[config.mk]
export PLATFORM = sky130hd
export DESIGN_NAME = interconnect_fsm_flat
export DESIGN_NICKNAME = d
export VERILOG_FILES = /design/src/rtl/interconnect_pkg.sv /design/src/rtl/interconnect_fsm_if.sv /design/src/rtl/interconnect_fsm.sv /design/src/flat_wrapper.sv
export SDC_FILE = /design/constraint.sdc
export NUM_CORES = 1
export LEC_CHECK = 0
export BUFFER_PORTS_ARGS = -buffer_cell sky130_fd_sc_hd__buf_2
export CORE_MARGIN = 3
export CORE_UTILIZATION = 44
export DETAILED_ROUTE_END_ITERATION = 10
export PLACE_DENSITY = 0.86
export SYNTH_ARGS = -nofsm -noshare
export SYNTH_HDL_FRONTEND = slang
export SYNTH_SLANG_ARGS = --single-unit
[constraint.sdc]
create_clock -name clk -period 1.5 [get_ports clk]
set_input_delay 0.075 -clock clk [delete_from_list [all_inputs] [get_ports clk]]
set_output_delay 0.075 -clock clk [all_outputs]
set_load 0.05 [all_outputs]
[src/rtl/interconnect_pkg.sv]
// Shared constants for the QoS interconnect control FSM.
// Holds the state encoding and the FIFO flag bit indices.
package interconnect_pkg;

    localparam logic [2:0] ST_RESET  = 3'd0;
    localparam logic [2:0] ST_INIT   = 3'd1;
    localparam logic [2:0] ST_IDLE   = 3'd2;
    localparam logic [2:0] ST_ACTIVE = 3'd3;
    localparam logic [2:0] ST_ERROR  = 3'd4;

    typedef enum logic [2:0] {
        S_RESET  = ST_RESET,
        S_INIT   = ST_INIT,
        S_IDLE   = ST_IDLE,
        S_ACTIVE = ST_ACTIVE,
        S_ERROR  = ST_ERROR
    } state_e;

    localparam int FIFO_N  = 5;
    localparam int FIF_MAIN = 0;
    localparam int FIF_VC0  = 1;
    localparam int FIF_VC1  = 2;
    localparam int FIF_D0   = 3;
    localparam int FIF_D1   = 4;

    localparam logic [FIFO_N-1:0] ALL_EMPTY = '1;

endpackage

[src/rtl/interconnect_fsm_if.sv]
// Control bundle between the interconnect datapath and interconnect_fsm.
// slave: FSM side (thresholds in, flags in; thresholds/status out).
interface interconnect_fsm_if #(
    parameter int LEN4  = 4,
    parameter int LEN16 = 16
);
    logic             init;
    logic [LEN4-1:0]  UmbralMF_HIGH_in;
    logic [LEN4-1:0]  UmbralMF_LOW_in;
    logic [LEN16-1:0] UmbralVC_HIGH_in;
    logic [LEN16-1:0] UmbralVC_LOW_in;
    logic [LEN4-1:0]  UmbralD_HIGH_in;
    logic [LEN4-1:0]  UmbralD_LOW_in;
    logic [4:0]       fifo_empty;
    logic [4:0]       fifo_error;

    logic [LEN4-1:0]  UmbralMF_HIGH;
    logic [LEN4-1:0]  UmbralMF_LOW;
    logic [LEN16-1:0] UmbralVC_HIGH;
    logic [LEN16-1:0] UmbralVC_LOW;
    logic [LEN4-1:0]  UmbralD_HIGH;
    logic [LEN4-1:0]  UmbralD_LOW;
    logic [2:0]       state;
    logic             flow_en;
    logic             idle_out;
    logic             active_out;
    logic             error_out;
    logic             cfg_bad;
    logic [4:0]       error_src;

    modport master (
        output init,
        output UmbralMF_HIGH_in, UmbralMF_LOW_in,
        output UmbralVC_HIGH_in, UmbralVC_LOW_in,
        output UmbralD_HIGH_in, UmbralD_LOW_in,
        output fifo_empty, fifo_error,
        input  UmbralMF_HIGH, UmbralMF_LOW,
        input  UmbralVC_HIGH, UmbralVC_LOW,
        input  UmbralD_HIGH, UmbralD_LOW,
        input  state, flow_en, idle_out,
        input  active_out, error_out,
        input  cfg_bad, error_src
    );

    modport slave (
        input  init,
        input  UmbralMF_HIGH_in, UmbralMF_LOW_in,
        input  UmbralVC_HIGH_in, UmbralVC_LOW_in,
        input  UmbralD_HIGH_in, UmbralD_LOW_in,
        input  fifo_empty, fifo_error,
        output UmbralMF_HIGH, UmbralMF_LOW,
        output UmbralVC_HIGH, UmbralVC_LOW,
        output UmbralD_HIGH, UmbralD_LOW,
        output state, flow_en, idle_out,
        output active_out, error_out,
        output cfg_bad, error_src
    );

endinterface

[src/rtl/interconnect_fsm.sv]
// Control FSM for the QoS interconnect: threshold load/hold, Main
// write gating, idle tracking over five FIFOs, sticky error capture.
// Ports: clk, reset_L (sync, active-low), bus (interconnect_fsm_if.slave).
module interconnect_fsm
    import interconnect_pkg::*;
#(
    parameter int LEN4     = 4,
    parameter int LEN16    = 16,
    parameter int IDLE_CNT = 4
) (
    input logic               clk,
    input logic               reset_L,
    interconnect_fsm_if.slave bus
);

    localparam int CW = $clog2(IDLE_CNT + 1);
    localparam logic [CW-1:0] CNT_LAST = CW'(IDLE_CNT - 1);

    state_e state_q, state_d;

    logic [LEN4-1:0]  mf_hi_q, mf_hi_d;
    logic [LEN4-1:0]  mf_lo_q, mf_lo_d;
    logic [LEN16-1:0] vc_hi_q, vc_hi_d;
    logic [LEN16-1:0] vc_lo_q, vc_lo_d;
    logic [LEN4-1:0]  d_hi_q, d_hi_d;
    logic [LEN4-1:0]  d_lo_q, d_lo_d;

    logic          cfg_bad_q, cfg_bad_d;
    logic          load_q, load_d;
    logic [CW-1:0] cnt_q, cnt_d;
    logic [4:0]    src_q, src_d;

    logic all_empty;
    logic any_err;

    assign all_empty = (bus.fifo_empty == ALL_EMPTY);
    assign any_err   = |bus.fifo_error;

    always_comb begin
        state_d = state_q;
        mf_hi_d = mf_hi_q;
        mf_lo_d = mf_lo_q;
        vc_hi_d = vc_hi_q;
        vc_lo_d = vc_lo_q;
        d_hi_d  = d_hi_q;
        d_lo_d  = d_lo_q;
        load_d  = 1'b0;
        cnt_d   = '0;
        src_d   = src_q;
        // Checked against the registered thresholds, so it trails a load.
        cfg_bad_d = (mf_lo_q >= mf_hi_q)
                  | (vc_lo_q >= vc_hi_q)
                  | (d_lo_q >= d_hi_q);

        unique case (state_q)
            S_RESET: begin
                state_d = S_INIT;
            end
            S_INIT: begin
                // load_q blocks exit until cfg_bad_q reflects the last load.
                load_d = bus.init;
                if (bus.init) begin
                    mf_hi_d = bus.UmbralMF_HIGH_in;
                    mf_lo_d = bus.UmbralMF_LOW_in;
                    vc_hi_d = bus.UmbralVC_HIGH_in;
                    vc_lo_d = bus.UmbralVC_LOW_in;
                    d_hi_d  = bus.UmbralD_HIGH_in;
                    d_lo_d  = bus.UmbralD_LOW_in;
                end else if (!load_q && !cfg_bad_q) begin
                    state_d = S_IDLE;
                end
            end
            S_IDLE: begin
                if (any_err) begin
                    state_d = S_ERROR;
                    src_d   = bus.fifo_error;
                end else if (bus.init) begin
                    state_d = S_INIT;
                    load_d  = 1'b1;
                end else if (!all_empty) begin
                    state_d = S_ACTIVE;
                end
            end
            S_ACTIVE: begin
                if (any_err) begin
                    state_d = S_ERROR;
                    src_d   = bus.fifo_error;
                end else if (all_empty) begin
                    if (cnt_q >= CNT_LAST) begin
                        state_d = S_IDLE;
                    end else begin
                        cnt_d = cnt_q + CW'(1);
                    end
                end
            end
            S_ERROR: begin
                state_d = S_ERROR;
            end
            default: begin
                state_d = S_RESET;
            end
        endcase
    end

    always_ff @(posedge clk) begin
        if (!reset_L) begin
            state_q   <= S_RESET;
            mf_hi_q   <= '0;
            mf_lo_q   <= '0;
            vc_hi_q   <= '0;
            vc_lo_q   <= '0;
            d_hi_q    <= '0;
            d_lo_q    <= '0;
            cfg_bad_q <= 1'b0;
            load_q    <= 1'b0;
            cnt_q     <= '0;
            src_q     <= '0;
        end else begin
            state_q   <= state_d;
            mf_hi_q   <= mf_hi_d;
            mf_lo_q   <= mf_lo_d;
            vc_hi_q   <= vc_hi_d;
            vc_lo_q   <= vc_lo_d;
            d_hi_q    <= d_hi_d;
            d_lo_q    <= d_lo_d;
            cfg_bad_q <= cfg_bad_d;
            load_q    <= load_d;
            cnt_q     <= cnt_d;
            src_q     <= src_d;
        end
    end

    assign bus.UmbralMF_HIGH = mf_hi_q;
    assign bus.UmbralMF_LOW  = mf_lo_q;
    assign bus.UmbralVC_HIGH = vc_hi_q;
    assign bus.UmbralVC_LOW  = vc_lo_q;
    assign bus.UmbralD_HIGH  = d_hi_q;
    assign bus.UmbralD_LOW   = d_lo_q;

    assign bus.state      = state_q;
    assign bus.idle_out   = (state_q == S_IDLE);
    assign bus.active_out = (state_q == S_ACTIVE);
    assign bus.error_out  = (state_q == S_ERROR);
    assign bus.flow_en    = (state_q == S_IDLE)
                          | (state_q == S_ACTIVE);
    assign bus.cfg_bad    = (state_q == S_INIT) & cfg_bad_q;
    assign bus.error_src  = src_q;

endmodule

[src/flat_wrapper.sv]
// flat-port wrapper written by rule: the top's interface ports become plain ports
module interconnect_fsm_flat import interconnect_pkg::*;
#(
    parameter int LEN4     = 4,
    parameter int LEN16    = 16,
    parameter int IDLE_CNT = 4
)
  (clk, reset_L, bus_init, bus_UmbralMF_HIGH_in, bus_UmbralMF_LOW_in, bus_UmbralVC_HIGH_in, bus_UmbralVC_LOW_in, bus_UmbralD_HIGH_in, bus_UmbralD_LOW_in, bus_fifo_empty, bus_fifo_error, bus_UmbralMF_HIGH, bus_UmbralMF_LOW, bus_UmbralVC_HIGH, bus_UmbralVC_LOW, bus_UmbralD_HIGH, bus_UmbralD_LOW, bus_state, bus_flow_en, bus_idle_out, bus_active_out, bus_error_out, bus_cfg_bad, bus_error_src);
  interconnect_fsm_if #(.LEN4(LEN4), .LEN16(LEN16)) bus_i ();
  input logic clk;
  input logic reset_L;
  input wire logic [$bits(bus_i.init)-1:0] bus_init;
  input wire logic [$bits(bus_i.UmbralMF_HIGH_in)-1:0] bus_UmbralMF_HIGH_in;
  input wire logic [$bits(bus_i.UmbralMF_LOW_in)-1:0] bus_UmbralMF_LOW_in;
  input wire logic [$bits(bus_i.UmbralVC_HIGH_in)-1:0] bus_UmbralVC_HIGH_in;
  input wire logic [$bits(bus_i.UmbralVC_LOW_in)-1:0] bus_UmbralVC_LOW_in;
  input wire logic [$bits(bus_i.UmbralD_HIGH_in)-1:0] bus_UmbralD_HIGH_in;
  input wire logic [$bits(bus_i.UmbralD_LOW_in)-1:0] bus_UmbralD_LOW_in;
  input wire logic [$bits(bus_i.fifo_empty)-1:0] bus_fifo_empty;
  input wire logic [$bits(bus_i.fifo_error)-1:0] bus_fifo_error;
  output wire logic [$bits(bus_i.UmbralMF_HIGH)-1:0] bus_UmbralMF_HIGH;
  output wire logic [$bits(bus_i.UmbralMF_LOW)-1:0] bus_UmbralMF_LOW;
  output wire logic [$bits(bus_i.UmbralVC_HIGH)-1:0] bus_UmbralVC_HIGH;
  output wire logic [$bits(bus_i.UmbralVC_LOW)-1:0] bus_UmbralVC_LOW;
  output wire logic [$bits(bus_i.UmbralD_HIGH)-1:0] bus_UmbralD_HIGH;
  output wire logic [$bits(bus_i.UmbralD_LOW)-1:0] bus_UmbralD_LOW;
  output wire logic [$bits(bus_i.state)-1:0] bus_state;
  output wire logic [$bits(bus_i.flow_en)-1:0] bus_flow_en;
  output wire logic [$bits(bus_i.idle_out)-1:0] bus_idle_out;
  output wire logic [$bits(bus_i.active_out)-1:0] bus_active_out;
  output wire logic [$bits(bus_i.error_out)-1:0] bus_error_out;
  output wire logic [$bits(bus_i.cfg_bad)-1:0] bus_cfg_bad;
  output wire logic [$bits(bus_i.error_src)-1:0] bus_error_src;
  assign bus_i.init = bus_init;
  assign bus_i.UmbralMF_HIGH_in = bus_UmbralMF_HIGH_in;
  assign bus_i.UmbralMF_LOW_in = bus_UmbralMF_LOW_in;
  assign bus_i.UmbralVC_HIGH_in = bus_UmbralVC_HIGH_in;
  assign bus_i.UmbralVC_LOW_in = bus_UmbralVC_LOW_in;
  assign bus_i.UmbralD_HIGH_in = bus_UmbralD_HIGH_in;
  assign bus_i.UmbralD_LOW_in = bus_UmbralD_LOW_in;
  assign bus_i.fifo_empty = bus_fifo_empty;
  assign bus_i.fifo_error = bus_fifo_error;
  assign bus_UmbralMF_HIGH = bus_i.UmbralMF_HIGH;
  assign bus_UmbralMF_LOW = bus_i.UmbralMF_LOW;
  assign bus_UmbralVC_HIGH = bus_i.UmbralVC_HIGH;
  assign bus_UmbralVC_LOW = bus_i.UmbralVC_LOW;
  assign bus_UmbralD_HIGH = bus_i.UmbralD_HIGH;
  assign bus_UmbralD_LOW = bus_i.UmbralD_LOW;
  assign bus_state = bus_i.state;
  assign bus_flow_en = bus_i.flow_en;
  assign bus_idle_out = bus_i.idle_out;
  assign bus_active_out = bus_i.active_out;
  assign bus_error_out = bus_i.error_out;
  assign bus_cfg_bad = bus_i.cfg_bad;
  assign bus_error_src = bus_i.error_src;
  interconnect_fsm #(.LEN4(LEN4), .LEN16(LEN16), .IDLE_CNT(IDLE_CNT)) u_core (.clk(clk), .reset_L(reset_L), .bus(bus_i));
endmodule
# After elaboration in Yosys (flattened, before gate mapping)
# Index checks and enable logic that the tools add are counted.
dict set report word_totals {
  ff_bits 61
  in_bits 61
  wordCells 55
}
dict set report op_classes {
  n_addsub 1
  magnitude_cmp 4
  n_eq_ne 10
  mux 12
  n_bitwise 7
  n_reduce_logical 10
}
# operator n
set ops {}
lappend ops {{two-way mux 3 bit} 8}
lappend ops {{greater-or-equal comparator 16 bit} 1}
lappend ops {{case mux 3 bit (5 select lines)} 1}
lappend ops {{OR reduction 9 bit} 1}
lappend ops {{greater-or-equal comparator 4 bit} 2}
lappend ops {{== test 3 x 2 -> 1 bit (second input constant)} 2}
lappend ops {{!= test 3 x 1 -> 1 bit (second input constant)} 2}
lappend ops {{== test 5 bit (second input constant)} 1}
lappend ops {{AND reduction 5 bit} 1}
lappend ops {{OR reduction 5 bit} 1}
lappend ops {{!= test 4 bit (second input constant)} 1}
lappend ops {{AND reduction 2 bit} 2}
lappend ops {{adder 3 x 1 -> 3 bit (second input constant)} 1}
lappend ops {{== test 3 x 1 -> 1 bit (second input constant)} 1}
lappend ops {{== test 3 bit (second input constant)} 1}
lappend ops {{greater-or-equal comparator 3 x 2 -> 1 bit (second input constant)} 1}
lappend ops {{logical NOT 3 bit} 1}
lappend ops {{NOT 1 bit} 3}
lappend ops {{bitwise OR 1 bit} 3}
lappend ops {{logical NOT 1 bit} 2}
lappend ops {{two-way mux 1 bit} 2}
lappend ops {{!= test 2 x 1 -> 1 bit (second input constant)} 1}
lappend ops {{!= test 2 bit (second input constant)} 1}
lappend ops {{case mux 1 bit (2 select lines)} 1}
lappend ops {{3 further kinds} 3}

# Depth between registers and ports, before layout
# Gate-level depths: netlist of run 1.
dict set report depth {
  word_depth 5
  depth_mapped 7
  mapped_depth_nobuf 7
}

# Least setup slack after synthesis of run 1
# Ideal clock, no wire load.
dict set report synth_timing {
  kind {register -> register}
  startpoint {register u_core.state_q[1] (netlist: u_core.bus.state[1])}
  endpoint {register u_core.state_q[0] (netlist: u_core.bus.state[0])}
  arrival_ps 2196
  required_ps 1366
  path_slack_ps -831
  stages_incl_launch_ff 7
  n_path_buf 1
  period_less_slack_ps 2331
  cell_sequence {dfxtp_1 > and2b_1 > buf_6 > nor2b_1 > nand3b_1 > o21ai_0 > a31oi_1}
}
dict set report synth_via {
  elab_chain_cells 3
}
# element line_no
set synth_lines {}
lappend synth_lines {{from (decl)} interconnect_fsm.sv:19} ;# state_e state_q, state_d;
lappend synth_lines {{from (signal assigned)} interconnect_fsm.sv:119} ;# state_q <= state_d;
lappend synth_lines {{== test 3 x 2 -> 1 bit (*)} -}
lappend synth_lines {{net bus_idle_out} flat_wrapper.sv:29} ;# output wire logic [$bits(bus_i.idle_out)-1:0] bus_idle_out;
lappend synth_lines {{!= test 4 bit (no line)} -}
lappend synth_lines {{AND reduction 5 bit (no line)} -}
# The timed path passes the listed nets; every way through them passes the cells marked *.
# A chain may end at the register's enable or synchronous reset.

# Final worst setup path of run 1
dict set report layout_timing {
  startpoint {register u_core.state_q[1] (netlist: u_core.bus.state[1])}
  endpoint {output port bus_cfg_bad}
}
dict set report layout_via {
  elab_chain_cells 2
}
# element line_no
set layout_lines {}
lappend layout_lines {{== test 3 x 1 -> 1 bit} interconnect_fsm.sv:146} ;# assign bus.cfg_bad = (state_q == S_INIT) & cfg_bad_q;
lappend layout_lines {{bitwise AND 1 bit} interconnect_fsm.sv:146}
lappend layout_lines {{to (decl)} flat_wrapper.sv:32} ;# output wire logic [$bits(bus_i.cfg_bad)-1:0] bus_cfg_bad;
# No other way between the ends.

==> qor.json, run 1 <==
{
  "logic_synthesis": {
    "synth_area_leader_cell": "sky130_fd_sc_hd__dfxtp_1",
    "yosysTopAreaCellShare_pct": 40.5,
    "synthCells": 358,
    "synth_cell_type_count": 36,
    "post_synth_instance_area_sq_mm": 0.00302,
    "synth_enable_flop_cells": 0,
    "synth_nets": 445,
    "synth-async-reset-ratio_pct": 0,
    "yosys-top-cells-area": "sky130_fd_sc_hd__dfxtp_1 40%, sky130_fd_sc_hd__nand2_1 13%, sky130_fd_sc_hd__ha_1 11%",
    "synth-main-ff-cell": "sky130_fd_sc_hd__dfxtp_1",
    "yosysMostFrequentCell": "sky130_fd_sc_hd__nand2_1",
    "sequential_fraction_of_the_synthesis_area_pct": 40.5,
    "synthesized_flop_and_latch_total": 61,
    "netlist_top_cells_count": "108 x sky130_fd_sc_hd__nand2_1, 61 x sky130_fd_sc_hd__dfxtp_1, 33 x sky130_fd_sc_hd__a21boi_0, 29 x sky130_fd_sc_hd__inv_1, 26 x sky130_fd_sc_hd__ha_1",
    "avgSynthCellArea_sq_um": 8.42,
    "yosysWarningCount": 0
  },
  "global_routing": {
    "grt.total_usage_pct": 21.6,
    "grt_first_pass_wirelength_microns": 13200,
    "grt_antenna_before_repair": 0,
    "pin_count_of_the_biggest_net_entering_global_routing": 49,
    "grt-ovfl-total": 0,
    "first_global_vias": 2954
  },
  "pwr": {
    "clock_power_share_pct": 26.6,
    "switching_share_pct": 39.0,
    "comb_power_share_pct": 37.2,
    "cellLeakagePower_nw": 1.99,
    "p_int_w": 0.00327,
    "powerDensity_mw_per_mm2": 1190,
    "vdd.ir_drop.worst_v": 0.000783,
    "net-switching-power_w": 0.00209,
    "pwr-share-seq_pct": 36.2
  },
  "drt": {
    "drt_drc_violations_left": 0,
    "detail_route.iter0.violations": 133,
    "dr_total_vias": 3010,
    "vias_per_cell": 4.91,
    "antenna_left": 0,
    "finalWirelength_microns": 8480,
    "drt_first_pass_iters": 4,
    "dr_wl_cell_microns": 13.8
  },
  "timing": {
    "final-hold-violation-count": 0,
    "post-route-worst-setup-slack_ns": 0.0642,
    "finalCriticalPeriod_ns": 1.44,
    "grt_setup_unrepaired": "true",
    "finalMaxSlewViolations": 0,
    "fin_worst_skew_ns": 0.0119,
    "fmax_mhz": 696,
    "worst_pin_slew_ns": 0.469,
    "layout_worst_path_cycle_share_pct": 95.7,
    "setup_viol_count_final": 0,
    "worst_hold_slack_after_final_layout_ns": 0.0196,
    "maxSlewHeadroom_pct": 68.8
  },
  "clock_tree": {
    "cts.repair_timing.setup_buffer_count": 0,
    "clk_path_buf_depth": 2,
    "insertion_delay_ns": 0.33,
    "clock_tree_from_tritoncts": "yes",
    "cts.htree.levels": 3,
    "ctsRootBufferMaster": "sky130_fd_sc_hd__clkbuf_8",
    "clock_buffer_count_from_cts": 9,
    "clk_transition_reported_paths_ns": 0.07,
    "clock_sink_count": 61
  },
  "floorplanning": {
    "die_y_microns": 88.8,
    "io-pin-count": 122,
    "row_count": 29,
    "floorplan.core_area_sq_mm": 0.00649,
    "initial_core_util_pct": 46.4,
    "die_outline_area_sq_mm": 0.00788,
    "die_boundary_width_microns": 88.8
  },
  "placement": {
    "place_ws_ns": 0.0317,
    "gpl.final_weighted_congestion": 0.796,
    "dp_hpwl_microns": 5590,
    "port_buffers": 121
  },
  "finish": {
    "area.growth.synth_to_final_pct": 50.0,
    "design.final.nets": 618,
    "antenna_cells": 0,
    "post_route_cells_drive_above_1_share_pct": 39.9
  },
  "job": {
    "max-cap-violations": 0
  },
  "setup_path": {
    "rrSetupSlack_ns": 0.08,
    "cp_endpoint_kind": "output pin",
    "critical_path_peak_fanout": 8,
    "timing.critical_path.arrival_ns": 1.36,
    "setup.worst_path.start_class": "flop",
    "criticalPathCategory": "reg2out",
    "critPathRequiredTime_ns": 1.42
  },
  "worst_hold_path": {
    "worst_hold_path_type": "in2reg"
  },
  "status": {
    "status": "completed"
  }
}
## metrics by stage
step                cells  setup TNS [ns]  total power, W  utilization [%]  area (sq um)
floorplan             358          -0.162         0.00337                -          3120
global placement      546               0         0.00380             58.5          3800
detailed placement    546               0         0.00384             58.5          3800
CTS                   613               0         0.00537             69.4          4510
global route          613         -0.0199         0.00565             69.6          4520
finish                613               0         0.00537             69.6          4520
## cell usage in the layout, fill, tap and decap left out, types with 2 or more instances in the layout
cell type,instances
sky130_fd_sc_hd__inv_1,29
sky130_fd_sc_hd__nand2_2,3
sky130_fd_sc_hd__a21o_1,2
sky130_fd_sc_hd__buf_4,4
sky130_fd_sc_hd__a21boi_0,28
sky130_fd_sc_hd__dfxtp_2,36
sky130_fd_sc_hd__dfxtp_1,18
sky130_fd_sc_hd__nand3_1,2
sky130_fd_sc_hd__clkbuf_4,2
sky130_fd_sc_hd__clkinvlp_4,4
sky130_fd_sc_hd__and2_4,3
sky130_fd_sc_hd__nand2_1,107
sky130_fd_sc_hd__nor2b_1,3
sky130_fd_sc_hd__dfxtp_4,7
sky130_fd_sc_hd__a211oi_1,2
sky130_fd_sc_hd__o31ai_1,2
sky130_fd_sc_hd__o21ai_0,5
sky130_fd_sc_hd__nor2_1,7
sky130_fd_sc_hd__dlygate4sd3_1,51
sky130_fd_sc_hd__clkbuf_8,9
sky130_fd_sc_hd__buf_12,3
sky130_fd_sc_hd__a21oi_1,9
sky130_fd_sc_hd__o21ai_1,3
sky130_fd_sc_hd__o2111ai_1,2
sky130_fd_sc_hd__nand4_1,3
sky130_fd_sc_hd__a21boi_1,9
sky130_fd_sc_hd__buf_2,118
sky130_fd_sc_hd__nand2b_1,3
sky130_fd_sc_hd__a21boi_2,16
sky130_fd_sc_hd__ha_1,25
sky130_fd_sc_hd__nor3_1,3
## cell families after synthesis
logic type               synth area share [%]
AO/OA/AOI/OAI                            21.3
buffers and inverters                    7.43
AND/OR/NAND/NOR                          20.0
adder cells (fa/ha/maj)                  10.8
flip-flops                               40.5
## critical path, stage by stage, from the launching register on
cell and delay [ns]:
sky130_fd_sc_hd__dfxtp_4 0.37, sky130_fd_sc_hd__nand2b_1 0.17, sky130_fd_sc_hd__nor2_2 0.17, sky130_fd_sc_hd__and2_4 0.18, sky130_fd_sc_hd__buf_6 0.15
## state kept, by name, indices dropped and copies added, names as in the netlist
name,cells
u_core.bus.error_src,5
u_core.bus.UmbralVC_HIGH,16
u_core.bus.state,3
u_core.bus.UmbralMF_HIGH,4
u_core.bus.UmbralD_LOW,4
u_core.cfg_bad_q,1
u_core.bus.UmbralMF_LOW,4
u_core.bus.UmbralVC_LOW,16
u_core.load_q,1
u_core.cnt_q,3
u_core.bus.UmbralD_HIGH,4
## path summary, 6_finish.rpt
path                                           from                          to  cells past startpoint
worst min register to register      u_core.cnt_q[0]             u_core.cnt_q[0]                      1
worst min-delay path              bus_fifo_error[1]     u_core.bus.error_src[1]                      3
worst max-delay path            u_core.bus.state[1]                 bus_cfg_bad                      4
worst max register to register  u_core.bus.state[1]  u_core.bus.UmbralVC_LOW[3]                      6
## timing repair
item	in CTS	in global routing
hold endpoints to repair	51	0
setup endpoints to repair	1	8
resized for setup	1	12
hold buffers	51	0
gates cloned	0	0
pin swaps	0	2
## area by class of cell
cell class / instances / area (sq um)
Multi-Input combinational cell: 251 / 1620
Fill cell: 497 / 1970
Clock buffer: 10 / 128
Sequential cell: 61 / 1290
Tap cell: 77 / 96.3
Timing Repair Buffer: 179 / 1220
Clock inverter: 6 / 63.8
Inverter: 29 / 109
## power by group through the flow
stage          Sequential (W)  Clock, W  Combinational, W
2_1_floorplan         0.00253         0          0.000844
3_3_place_gp          0.00197         0           0.00183
3_5_place_dp          0.00198         0           0.00186
4_1_cts               0.00194   0.00146           0.00197
5_1_grt               0.00197   0.00152           0.00217
6_report              0.00195   0.00143           0.00200
## layer usage
layer	up-vias	wire, microns	global-route usage [%]
met3	19	394	4.00
met1	1373	3350	23.1
met4	0	205	11.1
met2	88	4530	40.0
met5	-	0	0
li1	1530	-	-
(Power assumes the default switching activity.)
==> inputs of run 2 (changes only) <==
==> constraint.sdc (replaced) <==
create_clock -name clk -period 1.3 [get_ports clk]
set_input_delay 0.065 -clock clk [delete_from_list [all_inputs] [get_ports clk]]
set_output_delay 0.065 -clock clk [all_outputs]
set_load 0.05 [all_outputs]
==> run 2 against run 1 <==
Compared with the run above: first-iteration DRC count rose by 2.3%; clock-buffer cell count rose by 1; clock power barely moved; global-route usage rose by 2.0 points; sequential power increased by 15%; routed wire length is 22% higher; largest power group unchanged; core utilization rose by 10 points; design area is 15% higher; the flow now finishes with violations (hold timing, setup timing); highest routed layer unchanged; non-clock buffer count is 38 higher; flip-flop and latch count unchanged.
==> qor.json, run 2 (synthesis gave the netlist of run 1 again) <==
{
  "placement": {
    "dp_hpwl": {"value": 5780, "unit": "microns", "change": "was 5590 microns"},
    "gpl.final_weighted_congestion": {"value": 0.794, "change": "was 0.796"},
    "port_buffers": {"value": 121, "change": "unchanged"}
  },
  "timing": {
    "layout_worst_path_cycle_share_pct": 111,
    "fmax_mhz": 693,
    "worst_hold_slack_after_final_layout": {"value": -0.00280, "unit": "ns", "change": "was 0.0196 ns"},
    "worst_pin_slew": {"value": 0.366, "unit": "ns", "change": "was 0.469 ns"},
    "finalCriticalPeriod_ns": 1.44,
    "fin_setup_tns": {"value": -2.81, "unit": "ns", "change": "was 0 ns"},
    "fin_worst_skew": {"value": 0.00743, "unit": "ns", "change": "was 0.0119 ns"},
    "final-hold-violation-count": {"value": 1, "change": "was 0"},
    "maxSlewHeadroom": {"value": 75.4, "unit": "%", "change": "was 68.8%"},
    "post-route-worst-setup-slack": {"value": -0.143, "unit": "ns", "change": "was 0.0642 ns"},
    "finalMaxSlewViolations": {"value": 0, "change": "unchanged"},
    "setup_viol_count_final": {"value": 56, "change": "was 0"},
    "grt_setup_unrepaired": {"value": "true", "change": "unchanged"}
  },
  "setup_path": {
    "critPathRequiredTime": {"value": 1.56, "unit": "ns", "change": "was 1.42 ns"},
    "crit_buf_inv": {"value": 1, "change": "unchanged"},
    "cpLargestDelayFamily": {"value": "simple AND/OR/NAND/NOR gates", "change": "unchanged"},
    "crit-reg2reg-capture": {"value": "u_core.cfg_bad_q", "change": "was u_core.bus.UmbralVC_LOW[3]"},
    "critical_path_peak_fanout": {"value": 3, "change": "was 8"},
    "critical_path.max_stage_delay": {"value": 0.34, "unit": "ns", "change": "was 0.37 ns"},
    "worst_r2r_startpoint": {"value": "u_core.bus.UmbralVC_HIGH[12]", "change": "was u_core.bus.state[1]"},
    "criticalPathCategory": {"value": "reg2reg", "change": "was reg2out"},
    "timing.critical_path.arrival": {"value": 1.70, "unit": "ns", "change": "was 1.36 ns"},
    "setup.worst_path.start_class": {"value": "flop", "change": "unchanged"},
    "r2r_cells": {"value": 6, "change": "unchanged"},
    "critical_path.cell_chain": {"value": "inv_1 -> ha_1 -> nand4_1 -> nor3_2 -> a21oi_2 -> a21boi_1", "change": "was nand2b_1 -> nor2_2 -> and2_4 -> buf_6"},
    "rrSetupSlack": {"value": -0.14, "unit": "ns", "change": "was 0.08 ns"},
    "cp_endpoint_kind": {"value": "flop", "change": "was output pin"},
    "crit_slowest_cell": {"value": "sky130_fd_sc_hd__dfxtp_2", "change": "was sky130_fd_sc_hd__dfxtp_4"}
  },
  "pwr": {
    "pwr-share-seq": {"value": 33.2, "unit": "%", "change": "was 36.2%"},
    "switching_share": {"value": 39.7, "unit": "%", "change": "was 39.0%"},
    "p_int": {"value": 0.00406, "unit": "W", "change": "was 0.00327 W"},
    "net-switching-power": {"value": 0.00267, "unit": "W", "change": "was 0.00209 W"},
    "cellLeakagePower": {"value": 2.35, "unit": "nW", "change": "was 1.99 nW"},
    "powerDensity": {"value": 1300, "unit": "mW/mm^2", "change": "was 1190 mW/mm^2"},
    "comb_power_share": {"value": 45.3, "unit": "%", "change": "was 37.2%"},
    "vdd.ir_drop.worst": {"value": 0.000851, "unit": "V", "change": "was 0.000783 V"},
    "clock_power_share": {"value": 21.5, "unit": "%", "change": "was 26.6%"}
  },
  "global_routing": {
    "grt_antenna_before_repair": {"value": 0, "change": "unchanged"},
    "grt-ovfl-total": {"value": 0, "change": "unchanged"},
    "grt.total_usage": {"value": 23.6, "unit": "%", "change": "was 21.6%"},
    "first_global_vias": {"value": 3281, "change": "was 2,954"},
    "grt_first_pass_wirelength": {"value": 14600, "unit": "microns", "change": "was 13,200 microns"},
    "pin_count_of_the_biggest_net_entering_global_routing": {"value": 60, "change": "was 49"}
  },
  "finish": {
    "register_area": {"value": 0.00133, "unit": "sq mm", "change": "was 0.00129 sq mm"},
    "utilization": {"value": 80.1, "unit": "%", "change": "was 69.6%"},
    "design.final.nets": {"value": 656, "change": "was 618"},
    "multi_input_comb_area": {"value": 0.00187, "unit": "sq mm", "change": "was 0.00162 sq mm"},
    "layout_commonest_cell": {"value": "sky130_fd_sc_hd__buf_2", "change": "unchanged"},
    "post_route_cells_drive_above_1_share": {"value": 53.8, "unit": "%", "change": "was 39.9%"},
    "fillCellCount": {"value": 402, "change": "was 497"},
    "layout.cells.most_common_list": {"value": "116 x sky130_fd_sc_hd__buf_2, 90 x sky130_fd_sc_hd__nand2_1, 48 x sky130_fd_sc_hd__dlygate4sd3_1, 34 x sky130_fd_sc_hd__buf_4, 33 x sky130_fd_sc_hd__dfxtp_2", "change": "was 118 x sky130_fd_sc_hd__buf_2, 107 x sky130_fd_sc_hd__nand2_1, 51 x sky130_fd_sc_hd__dlygate4sd3_1, 36 x sky130_fd_sc_hd__dfxtp_2, 29 x sky130_fd_sc_hd__inv_1"},
    "area.growth.synth_to_final": {"value": 72.4, "unit": "%", "change": "was 50.0%"},
    "antenna_cells": {"value": 0, "change": "unchanged"}
  },
  "worst_hold_path": {
    "hp-start": {"value": "bus_UmbralVC_LOW_in[7]", "change": "was bus_fifo_error[1]"},
    "holdPathEnd": {"value": "u_core.bus.UmbralVC_LOW[7]", "change": "was u_core.bus.error_src[1]"},
    "worst_hold_path_type": {"value": "in2reg", "change": "unchanged"},
    "worstHoldPathCells": {"value": 3, "change": "unchanged"}
  },
  "clock_tree": {
    "insertion_delay": {"value": 0.33, "unit": "ns", "change": "about the same"},
    "clock_tree_from_tritoncts": {"value": "yes", "change": "unchanged"},
    "clock_buffer_count_from_cts": {"value": 9, "change": "unchanged"},
    "clk_transition_reported_paths": {"value": 0.07, "unit": "ns", "change": "about the same"},
    "cts.htree.levels": {"value": 3, "change": "unchanged"},
    "ctsRootBufferMaster": {"value": "sky130_fd_sc_hd__clkbuf_8", "change": "unchanged"},
    "clk_path_buf_depth": {"value": 2, "change": "unchanged"},
    "clock_sink_count": {"value": 61, "change": "unchanged"}
  },
  "drt": {
    "dr_wl_cell": {"value": 15.9, "unit": "microns", "change": "was 13.8 microns"},
    "drt_drc_violations_left": {"value": 0, "change": "unchanged"},
    "wl_met3": {"value": 630, "unit": "microns", "change": "was 394 microns"},
    "dr_total_vias": {"value": 3371, "change": "was 3,010"},
    "vias_per_cell": {"value": 5.18, "change": "was 4.91"},
    "antenna_left": {"value": 0, "change": "unchanged"},
    "wl_met2": {"value": 5420, "unit": "microns", "change": "was 4530 microns"},
    "detail_route.iter0.violations": {"value": 136, "change": "was 133"},
    "drt_first_pass_iters": {"value": 4, "change": "unchanged"},
    "met1Wirelength": {"value": 3970, "unit": "microns", "change": "was 3350 microns"},
    "finalWirelength": {"value": 10400, "unit": "microns", "change": "was 8480 microns"},
    "top_sig_layer": {"value": "met4", "change": "unchanged"}
  },
  "status": {
    "failing_checks": "hold timing, setup timing",
    "status": {"value": "finished with violations", "change": "was completed"}
  },
  "floorplanning": {
    "floorplan.core_area": {"value": 0.00649, "unit": "sq mm", "change": "unchanged"},
    "io-pin-count": {"value": 122, "change": "unchanged"},
    "die_boundary_width": {"value": 88.8, "unit": "microns", "change": "unchanged"},
    "initial_core_util": {"value": 46.4, "unit": "%", "change": "unchanged"},
    "die_outline_area": {"value": 0.00788, "unit": "sq mm", "change": "unchanged"},
    "die_y": {"value": 88.8, "unit": "microns", "change": "unchanged"},
    "row_count": {"value": 29, "change": "unchanged"}
  },
  "job": {
    "max-cap-violations": {"value": 0, "change": "unchanged"}
  }
}
==> run 2: cell types whose count changed in the layout (fill, tap and decap cells not counted), sizes merged <==
cell and delta:
dlygate4sd3 -3, clkbuf +3, buf +39, bufinv -1, clkinvlp -3, clkinv +3
==> run 2: per-layer routing <==
| layer | global-route usage (%) | vias to the layer above |
|---|---|---|
| li1 | - | 1606 |
| met1 | 25.6 | 1576 |
| met2 | 44.2 | 153 |
| met3 | 4.75 | 36 |
| met4 | 10.0 | 0 |
| met5 | 0 | - |
==> run 2: worst max-delay path by stage <==
stage	startpoint	to	cells past startpoint
6_report	u_core.bus.UmbralVC_HIGH[12]	u_core.cfg_bad_q	6
5_1_grt	u_core.bus.UmbralVC_HIGH[12]	u_core.cfg_bad_q	6
4_1_cts	u_core.bus.UmbralVC_HIGH[15]	u_core.cfg_bad_q	6
3_5_place_dp	u_core.bus.UmbralVC_LOW[0]	u_core.cfg_bad_q	7
3_3_place_gp	u_core.bus.UmbralVC_LOW[0]	u_core.cfg_bad_q	7
2_1_floorplan	u_core.bus.state[2]	u_core.bus.state[0]	6
==> run 2: cell type report <==
class                           instances  share of cell area [%]
Clock buffer                           11                    2.72
Clock inverter                          5                   0.505
Inverter                               29                    2.09
Multi-Input combinational cell        251                    35.9
Sequential cell                        61                    25.6
Tap cell                               77                    1.85
Timing Repair Buffer                  217                    31.4
==> run 2: what timing repair did <==
action                                 CTS  global route
pin swaps                               11            28
hold buffers                            48             0
setup endpoints to repair               31            61
endpoints found under the hold margin   48             0
buffers inserted                         4             4
resized for setup                       39            71
cloned                                   0             4
==> run 2: per-stage QoR <==
stage / area, sq um / cells / power, W / setup WS, ns
after detailed placement: 4090 / 575 / 0.00462 / -0.229
final: 5200 / 651 / 0.00674 / -0.143
after global routing: 5200 / 651 / 0.00705 / -0.227
after global placement: 4090 / 575 / 0.00457 / -0.181
after CTS: 4890 / 643 / 0.00640 / -0.103
after floorplan: 3180 / 358 / 0.00392 / -0.252
==> run 2: worst min-delay path, delay by kind of cell <==
kind | cells | cell delay [ns]
buffers and inverters | 1 | 0.11
AND/OR/NAND/NOR | 1 | 0.06
AO/OA/AOI/OAI | 1 | 0.05
==> run 2: power groups by stage <==
| stage | Clock (W) | Combinational, W | Sequential (W) |
|---|---|---|---|
| 2_1_floorplan | 0 | 0.00100 | 0.00292 |
| 3_5_place_dp | 0 | 0.00236 | 0.00226 |
| 6_report | 0.00145 | 0.00305 | 0.00224 |
| 4_1_cts | 0.00148 | 0.00269 | 0.00223 |
| 5_1_grt | 0.00154 | 0.00325 | 0.00226 |
| 3_3_place_gp | 0 | 0.00232 | 0.00225 |
==> inputs of run 3 (changes only) <==
--- a/config.mk
+++ b/config.mk
@@ -9,7 +9,7 @@
 export CORE_MARGIN = 3
 export CORE_UTILIZATION = 44
 export DETAILED_ROUTE_END_ITERATION = 10
-export PLACE_DENSITY = 0.86
+export PLACE_DENSITY = 0.77
 export SYNTH_ARGS = -nofsm -noshare
 export SYNTH_HDL_FRONTEND = slang
 export SYNTH_SLANG_ARGS = --single-unit
==> run 3 against run 2 <==
Compared with the run above: routed wire length grew 14%; core utilization is 6.7 points higher; sequential share of layout area down 2.0 points; flip-flop and latch count is the same; critical endpoint unchanged; highest routed layer unchanged; the run ends with setup timing left.
==> qor.json, run 3 (synthesis gave the netlist of run 1 again) <==
{
  "timing": {
    "fin_setup_tns": {"value": -2.27, "unit": "ns", "change": "was -2.81 ns"},
    "maxSlewHeadroom": {"value": 72.6, "unit": "%", "change": "was 75.4%"},
    "setup_viol_count_final": {"value": 45, "change": "was 56"},
    "worst_pin_slew": {"value": 0.407, "unit": "ns", "change": "was 0.366 ns"},
    "finalCriticalPeriod": {"value": 1.55, "unit": "ns", "change": "was 1.44 ns"},
    "layout_worst_path_cycle_share": {"value": 120, "unit": "%", "change": "was 111%"},
    "final-hold-violation-count": {"value": 0, "change": "was 1"},
    "post-route-worst-setup-slack": {"value": -0.254, "unit": "ns", "change": "was -0.143 ns"},
    "fin_worst_skew": {"value": 0.0125, "unit": "ns", "change": "was 0.00743 ns"},
    "grt_setup_unrepaired": {"value": "true", "change": "unchanged"},
    "finalMaxSlewViolations": {"value": 0, "change": "unchanged"},
    "fmax": {"value": 644, "unit": "MHz", "change": "was 693 MHz"}
  },
  "setup_path": {
    "setup.worst_path.start_class": {"value": "flop", "change": "unchanged"},
    "cp_endpoint_kind": {"value": "flop", "change": "unchanged"},
    "criticalPathCategory": {"value": "reg2reg", "change": "unchanged"},
    "critPathRequiredTime": {"value": 1.52, "unit": "ns", "change": "was 1.56 ns"},
    "timing.critical_path.arrival": {"value": 1.78, "unit": "ns", "change": "was 1.70 ns"},
    "critical_path_peak_fanout": {"value": 2, "change": "was 3"}
  },
  "global_routing": {
    "first_global_vias": {"value": 3425, "change": "was 3,281"},
    "grt-ovfl-total": {"value": 0, "change": "unchanged"},
    "grt.total_usage": {"value": 24.6, "unit": "%", "change": "was 23.6%"},
    "grt_antenna_before_repair": {"value": 0, "change": "unchanged"},
    "grt_first_pass_wirelength": {"value": 15000, "unit": "microns", "change": "was 14,600 microns"},
    "pin_count_of_the_biggest_net_entering_global_routing": {"value": 42, "change": "was 60"}
  },
  "status": {
    "failing_checks": {"value": "setup timing", "change": "was hold timing, setup timing"},
    "status": {"value": "finished with violations", "change": "unchanged"}
  },
  "floorplanning": {
    "initial_core_util": {"value": 46.4, "unit": "%", "change": "unchanged"},
    "row_count": {"value": 29, "change": "unchanged"},
    "die_outline_area": {"value": 0.00788, "unit": "sq mm", "change": "unchanged"},
    "io-pin-count": {"value": 122, "change": "unchanged"},
    "die_boundary_width": {"value": 88.8, "unit": "microns", "change": "unchanged"},
    "die_y": {"value": 88.8, "unit": "microns", "change": "unchanged"},
    "floorplan.core_area": {"value": 0.00649, "unit": "sq mm", "change": "unchanged"}
  },
  "drt": {
    "detail_route.iter0.violations": {"value": 118, "change": "was 136"},
    "finalWirelength": {"value": 11900, "unit": "microns", "change": "was 10,400 microns"},
    "dr_total_vias": {"value": 3463, "change": "was 3,371"},
    "antenna_left": {"value": 0, "change": "unchanged"},
    "dr_wl_cell": {"value": 17.9, "unit": "microns", "change": "was 15.9 microns"},
    "drt_first_pass_iters": {"value": 4, "change": "unchanged"},
    "drt_drc_violations_left": {"value": 0, "change": "unchanged"},
    "vias_per_cell": {"value": 5.22, "change": "was 5.18"}
  },
  "clock_tree": {
    "insertion_delay": {"value": 0.34, "unit": "ns", "change": "was 0.33 ns"},
    "clock_tree_from_tritoncts": {"value": "yes", "change": "unchanged"},
    "clk_transition_reported_paths": {"value": 0.07, "unit": "ns", "change": "about the same"},
    "cts.htree.levels": {"value": 3, "change": "unchanged"},
    "ctsRootBufferMaster": {"value": "sky130_fd_sc_hd__clkbuf_8", "change": "unchanged"},
    "clk_path_buf_depth": {"value": 2, "change": "unchanged"},
    "clock_buffer_count_from_cts": {"value": 9, "change": "unchanged"},
    "clock_sink_count": {"value": 61, "change": "unchanged"}
  },
  "placement": {
    "dp_hpwl": {"value": 5750, "unit": "microns", "change": "was 5780 microns"},
    "post-place-cells": {"value": 574, "change": "was 575"},
    "port_buffers": {"value": 121, "change": "unchanged"},
    "gpl.final_weighted_congestion": {"value": 0.808, "change": "was 0.794"}
  },
  "worst_hold_path": {
    "worst_hold_path_type": {"value": "in2reg", "change": "unchanged"}
  },
  "finish": {
    "layout_commonest_cell": {"value": "sky130_fd_sc_hd__buf_2", "change": "unchanged"},
    "fillCellCount": {"value": 288, "change": "was 402"},
    "utilization": {"value": 86.7, "unit": "%", "change": "was 80.1%"},
    "area.growth.synth_to_final": {"value": 86.8, "unit": "%", "change": "was 72.4%"},
    "design.final.nets": {"value": 667, "change": "was 656"},
    "layout.cells.non_filler": {"value": 663, "change": "was 651"},
    "post_route_cells_drive_above_1_share": {"value": 59.0, "unit": "%", "change": "was 53.8%"},
    "layout.cells.most_common_list": {"value": "115 x sky130_fd_sc_hd__buf_2, 67 x sky130_fd_sc_hd__nand2_1, 52 x sky130_fd_sc_hd__dlygate4sd3_1, 36 x sky130_fd_sc_hd__nand2_4, 35 x sky130_fd_sc_hd__buf_4", "change": "was 116 x sky130_fd_sc_hd__buf_2, 90 x sky130_fd_sc_hd__nand2_1, 48 x sky130_fd_sc_hd__dlygate4sd3_1, 34 x sky130_fd_sc_hd__buf_4, 33 x sky130_fd_sc_hd__dfxtp_2"}
  },
  "pwr": {
    "cellLeakagePower": {"value": 2.66, "unit": "nW", "change": "was 2.35 nW"},
    "powerDensity": {"value": 1290, "unit": "mW/mm^2", "change": "was 1300 mW/mm^2"},
    "vdd.ir_drop.worst": {"value": 0.00100, "unit": "V", "change": "was 0.000851 V"}
  },
  "job": {
    "max-cap-violations": {"value": 0, "change": "unchanged"}
  }
}
## run 3: power by group
part,switching [W],internal (W)
Combinational,0.00202,0.00146
Sequential,0.000153,0.00209
Clock,0.000741,0.000793
## run 3: area by class of cell
type	instances	area [sq um]	area share [%]
clock inverter	2	10.0	0.178
tap	77	96.3	1.71
sequential	61	1330	23.6
inverter	29	109	1.93
multi-input combinational	251	2100	37.3
clock buffer	14	163	2.89
antenna	1	2.50	0.0444
timing repair buffer	228	1820	32.4
## run 3: worst paths after layout
path              slack [ns]                     endpoint  cells after the start                         from
setup / recovery       -0.25             u_core.cfg_bad_q                      6    u_core.bus.UmbralD_LOW[0]
hold / removal          0.08      u_core.bus.error_src[0]                      3            bus_fifo_error[0]
setup reg to reg       -0.25             u_core.cfg_bad_q                      6    u_core.bus.UmbralD_LOW[0]
hold reg to reg         0.47  u_core.bus.UmbralVC_HIGH[7]                      2  u_core.bus.UmbralVC_HIGH[7]
## run 3: per-layer routing
metal,global-route usage (%),vias to the layer above,part of all wire [%]
met5,0,-,0
met4,12.6,0,4.4
met3,4.84,44,6.2
met2,44.6,148,52
met1,26.8,1631,37
li1,-,1640,-
## run 3: what timing repair did
action | 4_1_cts | 5_1_grt
pin swaps | 7 | 86
endpoints found under the hold margin | 52 | 0
buffers inserted | 8 | 5
gates cloned | 2 | 5
endpoints found under the setup margin | 48 | 63
resized for setup | 31 | 145
hold buffers | 52 | 0
## run 3: worst max-delay path, stage by stage (launching register included)
cell and delay, ns:
sky130_fd_sc_hd__dfxtp_4 0.35, sky130_fd_sc_hd__inv_1 0.04, sky130_fd_sc_hd__ha_1 0.30, sky130_fd_sc_hd__o21ai_1 0.21, sky130_fd_sc_hd__a21oi_1 0.14, sky130_fd_sc_hd__nor4_2 0.30
sky130_fd_sc_hd__a21boi_1 0.10
## run 3: metrics by stage
| stage | cell area, sq um | hold WS (ns) | setup WS, ns | total power (W) |
|---|---|---|---|---|
| 2_1_floorplan | 3180 | 0.184 | -0.252 | 0.00392 |
| 3_3_place_gp | 4100 | 0.299 | -0.190 | 0.00458 |
| 3_5_place_dp | 4100 | 0.313 | -0.207 | 0.00463 |
| 4_1_cts | 5020 | 0.0580 | -0.231 | 0.00657 |
| 5_1_grt | 5630 | 0.131 | -0.314 | 0.00756 |
| 6_report | 5630 | 0.0826 | -0.254 | 0.00727 |
